$ cat src/rtl/multicaster_pkg.sv
// Shared definitions for the multicaster: FSM states, stream indices and
// the psum width helper used by the top and its buffers.
package multicaster_pkg;

    typedef enum logic [1:0] {
        ST_IDLE   = 2'd0,
        ST_ACTIVE = 2'd1,
        ST_FLUSH  = 2'd2
    } mc_state_t;

    localparam int IFMAP       = 0;
    localparam int FLTR        = 1;
    localparam int PSUM        = 2;
    localparam int NUM_STREAMS = 3;

    // Partial sums carry twice the operand width.
    function automatic int psum_width(input int data_width);
        return 2 * data_width;
    endfunction

endpackage

$ cat src/rtl/mc_fifo.sv
// Small circular buffer with a combinational head.
// DEPTH must be a power of two, so the pointers wrap on their own.
module mc_fifo #(
    parameter  int WIDTH = 16,
    parameter  int DEPTH = 2,
    localparam int AW    = $clog2(DEPTH),
    localparam int CW    = $clog2(DEPTH) + 1
) (
    input  logic             clk,
    input  logic             rst_n,
    input  logic             srst,
    input  logic             push,
    input  logic             pop,
    input  logic [WIDTH-1:0] wdata,
    output logic [WIDTH-1:0] rdata,
    output logic             full,
    output logic             empty,
    output logic [CW-1:0]    count
);

    logic [WIDTH-1:0] mem_r [DEPTH];
    logic [AW-1:0]    wr_ptr_r;
    logic [AW-1:0]    rd_ptr_r;
    logic [CW-1:0]    count_r;
    logic             do_push_s;
    logic             do_pop_s;

    // Qualify push/pop against the current fill level so overflow and
    // underflow can never corrupt the pointers.
    always_comb begin
        do_push_s = push && (count_r != CW'(DEPTH));
        do_pop_s  = pop && (count_r != {CW{1'b0}});
    end

    // Storage, pointers and occupancy; soft reset empties the buffer.
    always_ff @(posedge clk or negedge rst_n) begin
        if (!rst_n) begin
            wr_ptr_r <= {AW{1'b0}};
            rd_ptr_r <= {AW{1'b0}};
            count_r  <= {CW{1'b0}};
            for (int i = 0; i < DEPTH; i++) begin
                mem_r[i] <= {WIDTH{1'b0}};
            end
        end else if (srst) begin
            wr_ptr_r <= {AW{1'b0}};
            rd_ptr_r <= {AW{1'b0}};
            count_r  <= {CW{1'b0}};
        end else begin
            if (do_push_s) begin
                mem_r[wr_ptr_r] <= wdata;
                wr_ptr_r        <= wr_ptr_r + 1'b1;
            end
            if (do_pop_s) begin
                rd_ptr_r <= rd_ptr_r + 1'b1;
            end
            case ({do_push_s, do_pop_s})
                2'b10:   count_r <= count_r + 1'b1;
                2'b01:   count_r <= count_r - 1'b1;
                default: count_r <= count_r;
            endcase
        end
    end

    assign rdata = mem_r[rd_ptr_r];
    assign full  = (count_r == CW'(DEPTH));
    assign empty = (count_r == {CW{1'b0}});
    assign count = count_r;

endmodule

$ cat src/rtl/multicaster.sv
// Column multicaster: captures bus words tagged for this column into three
// operand buffers, issues operand triples to the PE, and returns PE results
// to the bus through a return buffer sized to bound outstanding work.
module multicaster
    import multicaster_pkg::*;
#(
    parameter  int DATA_WIDTH = 16,
    parameter  int NUM_COL    = 4,
    parameter  int FIFO_DEPTH = 2,
    localparam int IDW        = (NUM_COL > 1) ? $clog2(NUM_COL) : 1,
    localparam int PW         = psum_width(DATA_WIDTH)
) (
    input  logic                  clk,
    input  logic                  rst_n,
    input  logic [IDW-1:0]        ID,
    input  logic [IDW-1:0]        TAG,
    input  logic [2:0]            CASTER_EN,
    input  logic [DATA_WIDTH-1:0] ifmap_data_B2M,
    input  logic [DATA_WIDTH-1:0] fltr_data_B2M,
    input  logic [PW-1:0]         psum_data_B2M,
    output logic                  CASTER_READY,
    output logic                  CASTER_VALID,
    input  logic                  psum_ack,
    output logic [DATA_WIDTH-1:0] ifmap_data_M2B,
    output logic [DATA_WIDTH-1:0] fltr_data_M2B,
    output logic [PW-1:0]         psum_data_M2B,
    output logic [DATA_WIDTH-1:0] ifmap_data_M2P,
    output logic [DATA_WIDTH-1:0] fltr_data_M2P,
    output logic [PW-1:0]         psum_data_M2P,
    output logic                  PE_EN,
    input  logic                  PE_READY,
    input  logic [PW-1:0]         psum_data_P2M,
    input  logic                  PE_VALID,
    input  logic [7:0]            cfg_kernel_size,
    output logic [7:0]            kernel_size,
    input  logic                  flush,
    output logic                  err_unexp
);

    localparam int CW = $clog2(FIFO_DEPTH) + 1;
    localparam int OW = CW + 1;

    mc_state_t             state_r;
    mc_state_t             state_next_s;
    logic [2:0]            sel_s;
    logic [2:0]            acc_s;
    logic [2:0]            full_s;
    logic [2:0]            empty_s;
    logic                  ready_s;
    logic                  issue_ok_s;
    logic                  pe_en_s;
    logic                  issue_s;
    logic                  pe_expected_s;
    logic                  pe_unexp_s;
    logic                  ret_push_s;
    logic                  ret_pop_s;
    logic                  ret_empty_s;
    logic                  caster_valid_s;
    logic                  clear_s;
    logic                  all_empty_s;
    logic [CW-1:0]         ret_count_s;
    logic [OW-1:0]         occupancy_s;
    logic [CW-1:0]         in_flight_r;
    logic [CW-1:0]         in_flight_next_s;
    logic [DATA_WIDTH-1:0] ifmap_m2b_r;
    logic [DATA_WIDTH-1:0] fltr_m2b_r;
    logic [7:0]            kernel_size_r;
    logic                  err_unexp_r;
    logic [CW-1:0]         unused_ifmap_cnt_s;
    logic [CW-1:0]         unused_fltr_cnt_s;
    logic [CW-1:0]         unused_psum_cnt_s;
    logic                  unused_ret_full_s;

    // Bus acceptance, issue qualification and result-return handshakes.
    // Outstanding work (in flight plus waiting results) is capped at the
    // return buffer depth so every PE result is guaranteed a slot.
    always_comb begin
        sel_s          = CASTER_EN & {3{TAG == ID}};
        ready_s        = (state_r != ST_FLUSH) && ((CASTER_EN & full_s) == 3'b000);
        acc_s          = sel_s & {3{ready_s}};
        occupancy_s    = {1'b0, in_flight_r} + {1'b0, ret_count_s};
        issue_ok_s     = (empty_s == 3'b000) && (occupancy_s < OW'(FIFO_DEPTH));
        pe_en_s        = (state_r == ST_ACTIVE) && issue_ok_s;
        issue_s        = pe_en_s && PE_READY;
        pe_expected_s  = PE_VALID && (in_flight_r != {CW{1'b0}});
        pe_unexp_s     = PE_VALID && (in_flight_r == {CW{1'b0}});
        ret_push_s     = pe_expected_s && (state_r != ST_FLUSH);
        caster_valid_s = !ret_empty_s && (state_r != ST_FLUSH);
        ret_pop_s      = psum_ack && caster_valid_s;
        clear_s        = (state_r == ST_FLUSH);
        all_empty_s    = (empty_s == 3'b111) && ret_empty_s;
    end

    // Outstanding-operation count; issue and return together cancel out.
    always_comb begin
        case ({issue_s, pe_expected_s})
            2'b10:   in_flight_next_s = in_flight_r + 1'b1;
            2'b01:   in_flight_next_s = in_flight_r - 1'b1;
            default: in_flight_next_s = in_flight_r;
        endcase
    end

    // Next-state logic; flush overrides every state.
    always_comb begin
        state_next_s = state_r;
        if (flush) begin
            state_next_s = ST_FLUSH;
        end else begin
            case (state_r)
                ST_IDLE: begin
                    if (acc_s != 3'b000) begin
                        state_next_s = ST_ACTIVE;
                    end else begin
                        state_next_s = ST_IDLE;
                    end
                end
                ST_ACTIVE: begin
                    // Stay active if a word lands this cycle, or it would
                    // be stranded in IDLE where nothing issues.
                    if (all_empty_s && (in_flight_r == {CW{1'b0}}) && (acc_s == 3'b000)) begin
                        state_next_s = ST_IDLE;
                    end else begin
                        state_next_s = ST_ACTIVE;
                    end
                end
                ST_FLUSH: begin
                    if (in_flight_next_s == {CW{1'b0}}) begin
                        state_next_s = ST_IDLE;
                    end else begin
                        state_next_s = ST_FLUSH;
                    end
                end
                default: state_next_s = ST_IDLE;
            endcase
        end
    end

    // State, in-flight count, bus echo registers, kernel size and error flag.
    always_ff @(posedge clk or negedge rst_n) begin
        if (!rst_n) begin
            state_r       <= ST_IDLE;
            in_flight_r   <= {CW{1'b0}};
            ifmap_m2b_r   <= {DATA_WIDTH{1'b0}};
            fltr_m2b_r    <= {DATA_WIDTH{1'b0}};
            kernel_size_r <= 8'd0;
            err_unexp_r   <= 1'b0;
        end else begin
            state_r     <= state_next_s;
            in_flight_r <= in_flight_next_s;
            if (acc_s[IFMAP]) begin
                ifmap_m2b_r <= ifmap_data_B2M;
            end
            if (acc_s[FLTR]) begin
                fltr_m2b_r <= fltr_data_B2M;
            end
            if (state_r == ST_IDLE) begin
                kernel_size_r <= cfg_kernel_size;
            end
            if (pe_unexp_s) begin
                err_unexp_r <= 1'b1;
            end
        end
    end

    mc_fifo #(.WIDTH(DATA_WIDTH), .DEPTH(FIFO_DEPTH)) u_ifmap_fifo (
        .clk(clk), .rst_n(rst_n), .srst(clear_s),
        .push(acc_s[IFMAP]), .pop(issue_s), .wdata(ifmap_data_B2M),
        .rdata(ifmap_data_M2P), .full(full_s[IFMAP]), .empty(empty_s[IFMAP]),
        .count(unused_ifmap_cnt_s)
    );

    mc_fifo #(.WIDTH(DATA_WIDTH), .DEPTH(FIFO_DEPTH)) u_fltr_fifo (
        .clk(clk), .rst_n(rst_n), .srst(clear_s),
        .push(acc_s[FLTR]), .pop(issue_s), .wdata(fltr_data_B2M),
        .rdata(fltr_data_M2P), .full(full_s[FLTR]), .empty(empty_s[FLTR]),
        .count(unused_fltr_cnt_s)
    );

    mc_fifo #(.WIDTH(PW), .DEPTH(FIFO_DEPTH)) u_psum_fifo (
        .clk(clk), .rst_n(rst_n), .srst(clear_s),
        .push(acc_s[PSUM]), .pop(issue_s), .wdata(psum_data_B2M),
        .rdata(psum_data_M2P), .full(full_s[PSUM]), .empty(empty_s[PSUM]),
        .count(unused_psum_cnt_s)
    );

    mc_fifo #(.WIDTH(PW), .DEPTH(FIFO_DEPTH)) u_ret_fifo (
        .clk(clk), .rst_n(rst_n), .srst(clear_s),
        .push(ret_push_s), .pop(ret_pop_s), .wdata(psum_data_P2M),
        .rdata(psum_data_M2B), .full(unused_ret_full_s), .empty(ret_empty_s),
        .count(ret_count_s)
    );

    assign CASTER_READY   = ready_s;
    assign CASTER_VALID   = caster_valid_s;
    assign PE_EN          = pe_en_s;
    assign ifmap_data_M2B = ifmap_m2b_r;
    assign fltr_data_M2B  = fltr_m2b_r;
    assign kernel_size    = kernel_size_r;
    assign err_unexp      = err_unexp_r;

endmodule

$ cat config.mk
export PLATFORM = sky130hd
export DESIGN_NAME = multicaster
export DESIGN_NICKNAME = d
export VERILOG_FILES = /design/src/rtl/multicaster_pkg.sv /design/src/rtl/mc_fifo.sv /design/src/rtl/multicaster.sv
export SDC_FILE = /design/constraint.sdc
export NUM_CORES = 1
export LEC_CHECK = 0
export ABC_AREA = 0
export CAP_MARGIN = 20
export CORE_MARGIN = 2
export CORE_UTILIZATION = 60
export DETAILED_ROUTE_END_ITERATION = 16
export DONT_BUFFER_PORTS = 1
export PLACE_DENSITY = 0.85
export SLEW_MARGIN = 20
export SYNTH_ARGS = -nofsm -noshare
export SYNTH_HDL_FRONTEND = slang
export SYNTH_SLANG_ARGS = --single-unit
export TNS_END_PERCENT = 20
$ cat constraint.sdc
create_clock -name clk -period 3.9 [get_ports clk]
set_input_delay 0.975 -clock clk [delete_from_list [all_inputs] [get_ports clk]]
set_output_delay 0.975 -clock clk [all_outputs]
set_load 0.005 [all_outputs]
* Word-level counts from Yosys, hierarchy flattened
Cells that the tools add are included.
** Cells by class
- Muxes and demuxes :: 54
- $add $sub $neg :: 19
- Divide/modulo/power cells :: 0
- Order comparisons :: 13
- Shift-type cells :: 0
- Bitwise gates (word level) :: 12
- Equal/unequal tests :: 22
- Reductions and logical operators :: 57
- Multipliers :: 0
** Operators by type and width (count)
- 32-bit 2-to-1 mux :: 8
- 64-bit bitwise mux :: 2
- 16-bit 2-to-1 mux :: 8
- 32-bit bitwise mux :: 2
- 32-bit demux with 1-bit select :: 2
- 16-bit demux with 1-bit select :: 2
- 2-bit nonzero test :: 13
- 1-bit logical AND :: 24
- 2-bit case mux with 2 select lines :: 5
- 2-bit equality test (second input constant) :: 9
- 1-bit 2-to-1 mux :: 18
- 2-bit >= comparator (second input constant) :: 8
- 1-bit NOT with 2-bit output :: 8
- 3-bit nonzero test :: 5
- 2-bit logical NOT :: 7
- 2-bit by 1-bit equality test with 1-bit output (second input constant) :: 6
- 2-bit 2-to-1 mux :: 6
- 2-bit by 1-bit adder with 2-bit output (second input constant) :: 5
- 2-bit inequality test (second input constant) :: 5
- 2-bit by 1-bit subtractor with 2-bit output (second input constant) :: 5
- 3-bit bitwise AND :: 3
- 3-bit logical NOT :: 3
- 1-bit adder (second input constant) :: 8
- 2-bit by 1-bit < comparator with 1-bit output (second input constant) :: 4
- other kinds (8) :: 11
** Storage, ports and cells
- Word-level logic and storage cells :: 203
- Bits in read-only memories :: 0
- Bits in registers :: 253
- Memories kept :: 0
- Output and inout bits :: 140
- Input port bits :: 117
- RAM bits :: 0
- Bits in latches :: 0

* Longest topological paths before layout
Gate-level depths: netlist of run 1.
- Depth in word-level cells :: 11
- Mapped depth :: 13
- Gate-level depth less buffers :: 11

* Modules after synthesis
From an unflattened synthesis of run 1, not the netlist that was laid out.
** Second synthesis, totals
- Cell total of the unflattened synthesis :: 734
- Area total of the unflattened synthesis :: 11393.4 µm²
** By module, submodules not included
- mc_fifo at u_psum_fifo ... :: cells each 195, times used 2, sequential area each 1701.6 µm², area an instance 3090.5 µm²
- mc_fifo at u_fltr_fifo ... :: cells each 109, times used 2, sequential area each 900.9 µm², area an instance 1636.6 µm²
- multicaster :: cells each 126, times used 1, sequential area each 1126.1 µm², area an instance 1939.4 µm²

* Least setup slack after synthesis of run 1
No wires, ideal clock.
- Kind :: flip-flop to flip-flop
- Start point :: register u_ret_fifo.count_r[0], in the netlist u_ret_fifo.count[0]
- End point :: register state_r[1]
- Arrival :: 2.557 ns
- Required time :: 3.778 ns
- Stages on the path, launching flop included :: 14
- Path buffers :: 2
- Clock period less this slack :: 2.679 ns
- Library setup time :: 0.122 ns
- Path slack :: 1.221 ns
- Cells stage by stage :: dfrtp_1 -> clkbuf_1 -> and2_1 -> fa_1 -> nor4b_1 -> and2_1 -> buf_4 -> inv_2 -> ha_1 -> xnor2_1 -> nor2_1 -> xor2_1 -> o21ai_0 -> nand2b_1
** On the way
- Cells in the longest elaborated chain, start to end :: 11
- Elaborated cells between the ends (all ways) :: 12
- Those cells by class :: add/sub: 1; order compare: 1; eq/ne: 2; mux: 4; reduce/logical: 4
** Ends and longest elaborated chain
- from (decl) :: RTL line mc_fifo.sv:24 : logic [CW-1:0] count_r;
- from (signal assigned) :: RTL line mc_fifo.sv:40 : count_r <= {CW{1'b0}};
- from (signal assigned) :: RTL line mc_fifo.sv:47 : count_r <= {CW{1'b0}};
- from (signal assigned) :: RTL line mc_fifo.sv:57 : 2'b10: count_r <= count_r + 1'b1;
- 2-bit by 2-bit adder with 3-bit output (*) :: RTL line multicaster.sv:81 : occupancy_s = {1'b0, in_flight_r} + {1'b0, ret_count_s};
- 3-bit by 2-bit < comparator with 1-bit output (*) :: RTL line multicaster.sv:82 : issue_ok_s = (empty_s == 3'b000) && (occupancy_s < OW'(FIFO_DEPTH));
- 1-bit logical AND (*) :: RTL line multicaster.sv:82
- 1-bit logical AND (*) :: RTL line multicaster.sv:83 : pe_en_s = (state_r == ST_ACTIVE) && issue_ok_s;
- 1-bit logical AND (*) :: RTL line multicaster.sv:84 : issue_s = pe_en_s && PE_READY;
- 2-bit by 1-bit equality test with 1-bit output / 2-bit equality test (equally long branches) :: RTL line multicaster.sv:96 : case ({issue_s, pe_expected_s})
- 2-bit case mux with 2 select lines (*) :: RTL line multicaster.sv:96
- via in_flight_next_s[1] :: RTL line multicaster.sv:64 : logic [CW-1:0] in_flight_next_s;
- 2-bit logical NOT (*) :: RTL line multicaster.sv:127 : if (in_flight_next_s == {CW{1'b0}}) begin
- 2-bit 2-to-1 mux (*) :: RTL line multicaster.sv:127
- 2-bit case mux with 3 select lines (*) :: RTL line multicaster.sv:109 : case (state_r)
- 2-bit 2-to-1 mux (*) :: RTL line multicaster.sv:106 : if (flush) begin
- via state_next_s[1] :: RTL line multicaster.sv:44 : mc_state_t state_next_s;
- to (signal assigned) :: RTL line multicaster.sv:148 : state_r <= state_next_s;
- to (decl) :: RTL line multicaster.sv:43 : mc_state_t state_r;
Mark *: on every way through the listed nets, which the timed path passes. The rest lies on a longest branch.
A chain may end at the register's enable or synchronous reset.

* Worst setup path after layout of run 1
- Start point :: register u_ret_fifo.count_r[0], in the netlist u_ret_fifo.count[0]
- End point :: output port PE_EN
** On the way
- Cells in the longest elaborated chain, start to end :: 4
** Ends and longest elaborated chain
- 2-bit by 2-bit adder with 3-bit output :: RTL line multicaster.sv:81
- 3-bit by 2-bit < comparator with 1-bit output :: RTL line multicaster.sv:82
- 1-bit logical AND :: RTL line multicaster.sv:82
- 1-bit logical AND :: RTL line multicaster.sv:83
- to (decl) :: RTL line multicaster.sv:30 : output logic PE_EN,
Every way passes these cells.

==> out/metrics.csv, run 1 <==
metric,value,unit
status,finished clean,
path_cells,"and2_1, fa_1, nor4b_1",
grt_pass1_wl,35.5,mm
crit_family,simple AND/OR/NAND/NOR gates,
reg2reg_depth,11,
drtPass1Iterations,4,
yosys_warnings,0,
crit_type,flop to primary output,
worst_setup_path_end_kind,primary output,
ys.flop_type,dfrtp_1,
antennaDiodeCount,0,
clkPwrFrac,29.4,%
maxSlewHeadroom,48.1,%
timing.critical_path.buf_inv,0,
gp_congestion,0.808,
grt_pass1_vias,6590,
synth_edf_count,0,
cts_resized,0,
pwr-share-seq,47.3,%
finalSetupViolCount,0,
detail_route.iter0.violations,245,
p_comb_share,23.3,%
clk_path_buf_depth,3,
ys_ff_latch,253,
cts_root_buf,clkbuf_16,
synth_cell_type_count,47,
drtAntennaViolNets,0,
required,2.92,ns
ff_latch_area,0.00633,mm²
worstMarginPinSlew,0.779,ns
layout_setup_ws,0.588,ns
synth_fp_nets,845,
layout_commonest_cell,mux2_2,
die_x,141,µm
p_leak,5.42,nW
fin_nets,844,
timing.final.hold_violations,0,
clkSlewWorstSetupHoldPaths,0.06,ns
num-fill-cells,1307,
cts_tree,done,
cts-htree-levels,1,
ir_worst_vdd,0.411,mV
crit_fanout,9,
max_cap_violations,0,
power_density,695,mW/mm²
placementRows,50,
synth_area,0.0113,mm²
critPathArrivalTime,2.34,ns
grt_antenna_before_repair,0,
period_share,84.9,%
slew_violations,0,
post_cts_buffers,0,
hpwl,14.9,mm
drive_gt1_share,53.0,%
core_area,0.0186,mm²
io_buffers,0,
fin_skew,0.0109,ns
worst_skew_pair.late_latency,0.51,ns
hold_ws,0.167,ns
fin_area,0.0123,mm²
cts_buffers,26,
finalCriticalPeriod,3.31,ns
critPathSlowestCell,nor4b_1,
critPathLaunchType,flop,
slowest_delay,0.68,ns
grt_use_total,22.2,%
clock_sinks,253,
multi_input_area,0.00469,mm²
final_cell_mix,"mux2_2, dfrtp_1, mux2_4",
p_sw_share,26.9,%
area_growth,8.94,%
overflow,0,
switchingPower,0.00230,W
avgRoutedWirePerCell,22.9,µm
synthArstFlopShare,100,%
worstSetupPathDepth,3,
post_drt_via_cell_ratio,6.05,
fmax,0.302,GHz
dr_total_vias,5917,
holdBufCountCts,0,
place_area,0.0114,mm²
grt_max_degree,254,
wl,22.4,mm
seq_area_frac_synth,56.1,%
synth.avg_cell_area,15.5,µm²
cell_internal_pwr,0.00624,W
die_height,141,µm
start_util,60.7,%
io_pins,257,
hold_path.class,input pin to asynchronous set/reset pin,
rsz0062_at_grt,false,
synthCells,726,
fin_setup_tns,0,ns
pre_cts_slack,0.752,ns
die_area,0.0199,mm²
route.detailed.drc,0,
==> metrics by stage <==
stage	util [%]	std cells	total power, W
6_report	66.2	978	0.00854
5_1_grt	66.2	978	0.00898
4_1_cts	66.2	978	0.00863
3_5_place_dp	61.4	931	0.00608
3_3_place_gp	61.4	931	0.00590
2_1_floorplan	-	726	0.00556
==> power groups by stage <==
stage	clock network [W]	registers (W)	logic, W
after floorplan	0	0.00389	0.00168
after global placement	0	0.00400	0.00191
after detailed placement	0	0.00407	0.00200
after CTS	0.00258	0.00404	0.00201
after global routing	0.00269	0.00414	0.00215
final	0.00251	0.00404	0.00199
==> registers in the layout, summed over array words and instances, names as in the netlist, 2 cells and up <==
name / flops
kernel_size: 8
u_ret_fifo.mem_r: 64
in_flight_r: 2
u_ret_fifo.count: 2
ifmap_data_M2B: 16
state_r: 2
u_psum_fifo.mem_r: 64
u_ifmap_fifo.count: 2
u_fltr_fifo.mem_r: 32
u_fltr_fifo.count: 2
u_ifmap_fifo.mem_r: 32
u_psum_fifo.count: 2
fltr_data_M2B: 16
==> synthesized netlist by cell type, types with 4 or more instances <==
library cell	count	area, µm²
buf_2	13	65.1
nor2_1	24	90.1
nand3_1	5	25.0
dfrtp_1	253	6330
clkbuf_1	13	48.8
nand2_1	4	15.0
buf_6	5	56.3
a21oi_1	5	25.0
xnor2_1	14	123
mux2_4	50	751
mux2_2	277	3120
==> final timing paths <==
kind                                            start                     to  slack [ns]
worst max-delay path              u_ret_fifo.count[0]                  PE_EN        0.59
worst min-delay path                            rst_n  u_psum_fifo.mem_r[47]        0.17
worst max register to register    u_ret_fifo.count[0]             state_r[1]        0.75
worst min register to register  u_psum_fifo.mem_r[55]  u_psum_fifo.mem_r[55]        0.49
max in group asynchronous                       rst_n  u_psum_fifo.mem_r[32]        3.13
min in group clk                u_psum_fifo.mem_r[55]  u_psum_fifo.mem_r[55]        0.49
==> cell type report <==
cell class,instances,share of cell area [%]
Inverter,3,0.0916
Sequential cell,253,51.5
Clock inverter,7,0.712
Tap cell,234,2.38
Clock buffer,40,6.54
Timing Repair Buffer,10,0.611
Multi-Input combinational cell,431,38.2
==> cells by family after synthesis <==
| family | after synthesis | share of synthesized area [%] |
|---|---|---|
| adders and majority gates | 2 | 0.288 |
| xor gates and xnor gates | 17 | 1.44 |
| AOI/OAI and AO/OA | 17 | 1.11 |
| DFF | 253 | 56.1 |
| and+or+nand+nor | 64 | 3.97 |
| buffers and inverters | 42 | 2.41 |
| muxes | 331 | 34.7 |
==> routing by layer <==
metal / vias up / share of wire [%] / global-route usage (%)
met5: - / 0 / 0
met4: 0 / 1.8 / 5.79
met3: 38 / 8.9 / 7.07
met2: 214 / 49 / 37.1
met1: 3078 / 40 / 28.2
li1: 2587 / - / -
Note: power is estimated with default switching activity, not from simulation.
==> inputs of run 2 (changes only) <==
==> constraint.sdc (replaced) <==
create_clock -name clk -period 3.2 [get_ports clk]
set_input_delay 0.8 -clock clk [delete_from_list [all_inputs] [get_ports clk]]
set_output_delay 0.8 -clock clk [all_outputs]
set_load 0.005 [all_outputs]
==> run 2 against run 1 <==
- the run now ends with negative hold slack left
- register-to-register slack worse by 0.35 ns
- power up 22%
- combinational power rose by 23%
- cell area grew 0.12%
- largest cell class unchanged
- cell count grew 0.31%
- clock skew down 0.0030 ns
- critical path type unchanged
- worst hold slack worse by 0.19 ns
- largest power group unchanged
==> out/metrics.csv, run 2 (synthesized netlist as in run 1, its figures left out) <==
metric,value,unit,change
rsz0062_at_grt,false,,unchanged
die_area,0.0199,mm²,unchanged
worstMarginPinSlew,0.813,ns,was 0.779 ns
power_density,846,mW/mm²,was 695 mW/mm²
fin_nets,847,,was 844
slew_violations,0,,unchanged
num-fill-cells,1266,,was 1307
max_cap_violations,0,,unchanged
worst_skew_pair.late_latency,0.52,ns,was 0.51 ns
maxSlewHeadroom,45.8,%,was 48.1%
avgRoutedWirePerCell,23.5,µm,was 22.9 µm
hpwl,15.4,mm,was 14.9 mm
top_regs,"u_psum_fifo.mem_r x64, u_ret_fifo.mem_r x64",,unchanged
reg2reg_setup_slack,0.40,ns,was 0.75 ns
grt_max_degree,254,,unchanged
io_pins,257,,unchanged
clock_sinks,253,,unchanged
fin_skew,0.00791,ns,was 0.0109 ns
drtPass1Iterations,4,,unchanged
grt_use_total,22.9,%,was 22.2%
required,2.40,ns,was 2.92 ns
finalCriticalPeriod,2.99,ns,
p_leak,5.44,nW,was 5.42 nW
dr_total_vias,5904,,was 5917
drive_gt1_share,53.1,%,was 53.0%
hold_path.class,input pin to asynchronous set/reset pin,,unchanged
post_drt_via_cell_ratio,6.02,,was 6.05
cts_tree,done,,unchanged
clkSlewWorstSetupHoldPaths,0.06,ns,about the same
io_buffers,0,,unchanged
status,"finished, violations left",,was finished clean
critPathLaunchType,flop,,unchanged
fmax,0.334,GHz,
die_x,141,µm,unchanged
grt_pass1_vias,6697,,was 6590
power,0.0104,W,was 0.00854 W
antennaDiodeCount,0,,unchanged
overflow,0,,unchanged
grt_antenna_before_repair,0,,unchanged
area_growth,9.07,%,was 8.94%
post_cts_buffers,0,,unchanged
layout_commonest_cell,mux2_2,,unchanged
start_util,60.7,%,unchanged
clk_path_buf_depth,3,,unchanged
cts_buffers,26,,unchanged
worst_setup_path_end_kind,primary output,,unchanged
crit_fanout,9,,unchanged
crit_type,flop to primary output,,unchanged
timing.final.hold_violations,54,,was 0
detail_route.iter0.violations,243,,was 245
die_height,141,µm,unchanged
gp_congestion,0.824,,was 0.808
hold_ws,-0.0247,ns,was 0.167 ns
placementRows,50,,unchanged
cts-htree-levels,1,,unchanged
fin_setup_tns,0,ns,unchanged
grt_pass1_wl,36.6,mm,was 35.5 mm
finalSetupViolCount,0,,unchanged
final_cell_mix,"mux2_2, dfrtp_1, mux2_4",,unchanged
violations,negative hold slack,,
wl,23.1,mm,was 22.4 mm
reg2reg_depth,11,,unchanged
route.detailed.drc,0,,unchanged
cts_root_buf,clkbuf_16,,unchanged
period_share,93.5,%,
drtAntennaViolNets,0,,unchanged
ir_worst_vdd,0.623,mV,was 0.411 mV
core_area,0.0186,mm²,unchanged
critPathArrivalTime,2.19,ns,was 2.34 ns
==> run 2: changes by cell type in the layout (fill, tap and decap cells not counted), sizes merged <==
cell	delta
buf	+3
clkinv	+3
clkbuf	-2
clkinvlp	-1
==> run 2: layout make-up <==
type                    instances  area [µm²]  share of cell area (%)
inverters                       3        11.3                  0.0915
clock inverters                 9        95.1                   0.773
flip-flops and latches        253        6330                    51.4
well taps                     234         293                    2.38
clock buffers                  38         777                    6.31
multi-input cells             431        4690                    38.1
repair buffers                 13         110                   0.895
==> run 2: where the power goes <==
part	leakage [nW]	total (W)	internal (W)	switching, W
registers	3.24	0.00493	0.00427	0.000653
logic	1.76	0.00245	0.00145	0.000998
clock network	0.437	0.00304	0.00184	0.00120
total	5.44	0.0104	0.00756	0.00285
==> run 2: per-layer routing <==
metal  global-route usage, %  routed length (µm)
met5                       0                   0
met4                    5.26                 353
met3                    6.49                1760
met2                    40.8               11900
met1                    27.8                9060
==> run 2: worst paths after layout <==
path	from	endpoint
max in group asynchronous	rst_n	u_ret_fifo.mem_r[10]
worst min register to register	u_psum_fifo.mem_r[54]	u_psum_fifo.mem_r[54]
worst max register to register	u_ret_fifo.count[0]	state_r[1]
worst max-delay path	u_ret_fifo.count[0]	PE_EN
worst min-delay path	rst_n	u_psum_fifo.mem_r[47]
min in group clk	flush	state_r[0]
==> run 2: what timing repair did <==
item,in CTS,in global routing
endpoints found under the hold margin,253,176
gates resized for setup,0,0
setup endpoints to repair,0,0
==> run 2: through the flow <==
| step | area, µm² | std cells | util (%) | hold WS (ns) | setup WS (ns) |
|---|---|---|---|---|---|
| 6_report | 12300 | 981 | 66.2 | -0.0247 | 0.207 |
| 5_1_grt | 12300 | 981 | 66.2 | -0.0522 | 0.158 |
| 4_1_cts | 12300 | 981 | 66.2 | -0.0442 | 0.204 |
| 3_5_place_dp | 11400 | 934 | 61.5 | 0.471 | 0.380 |
| 3_3_place_gp | 11400 | 934 | 61.5 | 0.465 | 0.527 |
| 2_1_floorplan | 11300 | 726 | - | 0.451 | 0.521 |
==> run 2: critical path, stage by stage, from the launching register on <==
cell and delay [ns]:
dfrtp_1 0.46, and2_1 0.20, fa_1 0.48, nor4b_1 0.35
buf_4 0.19
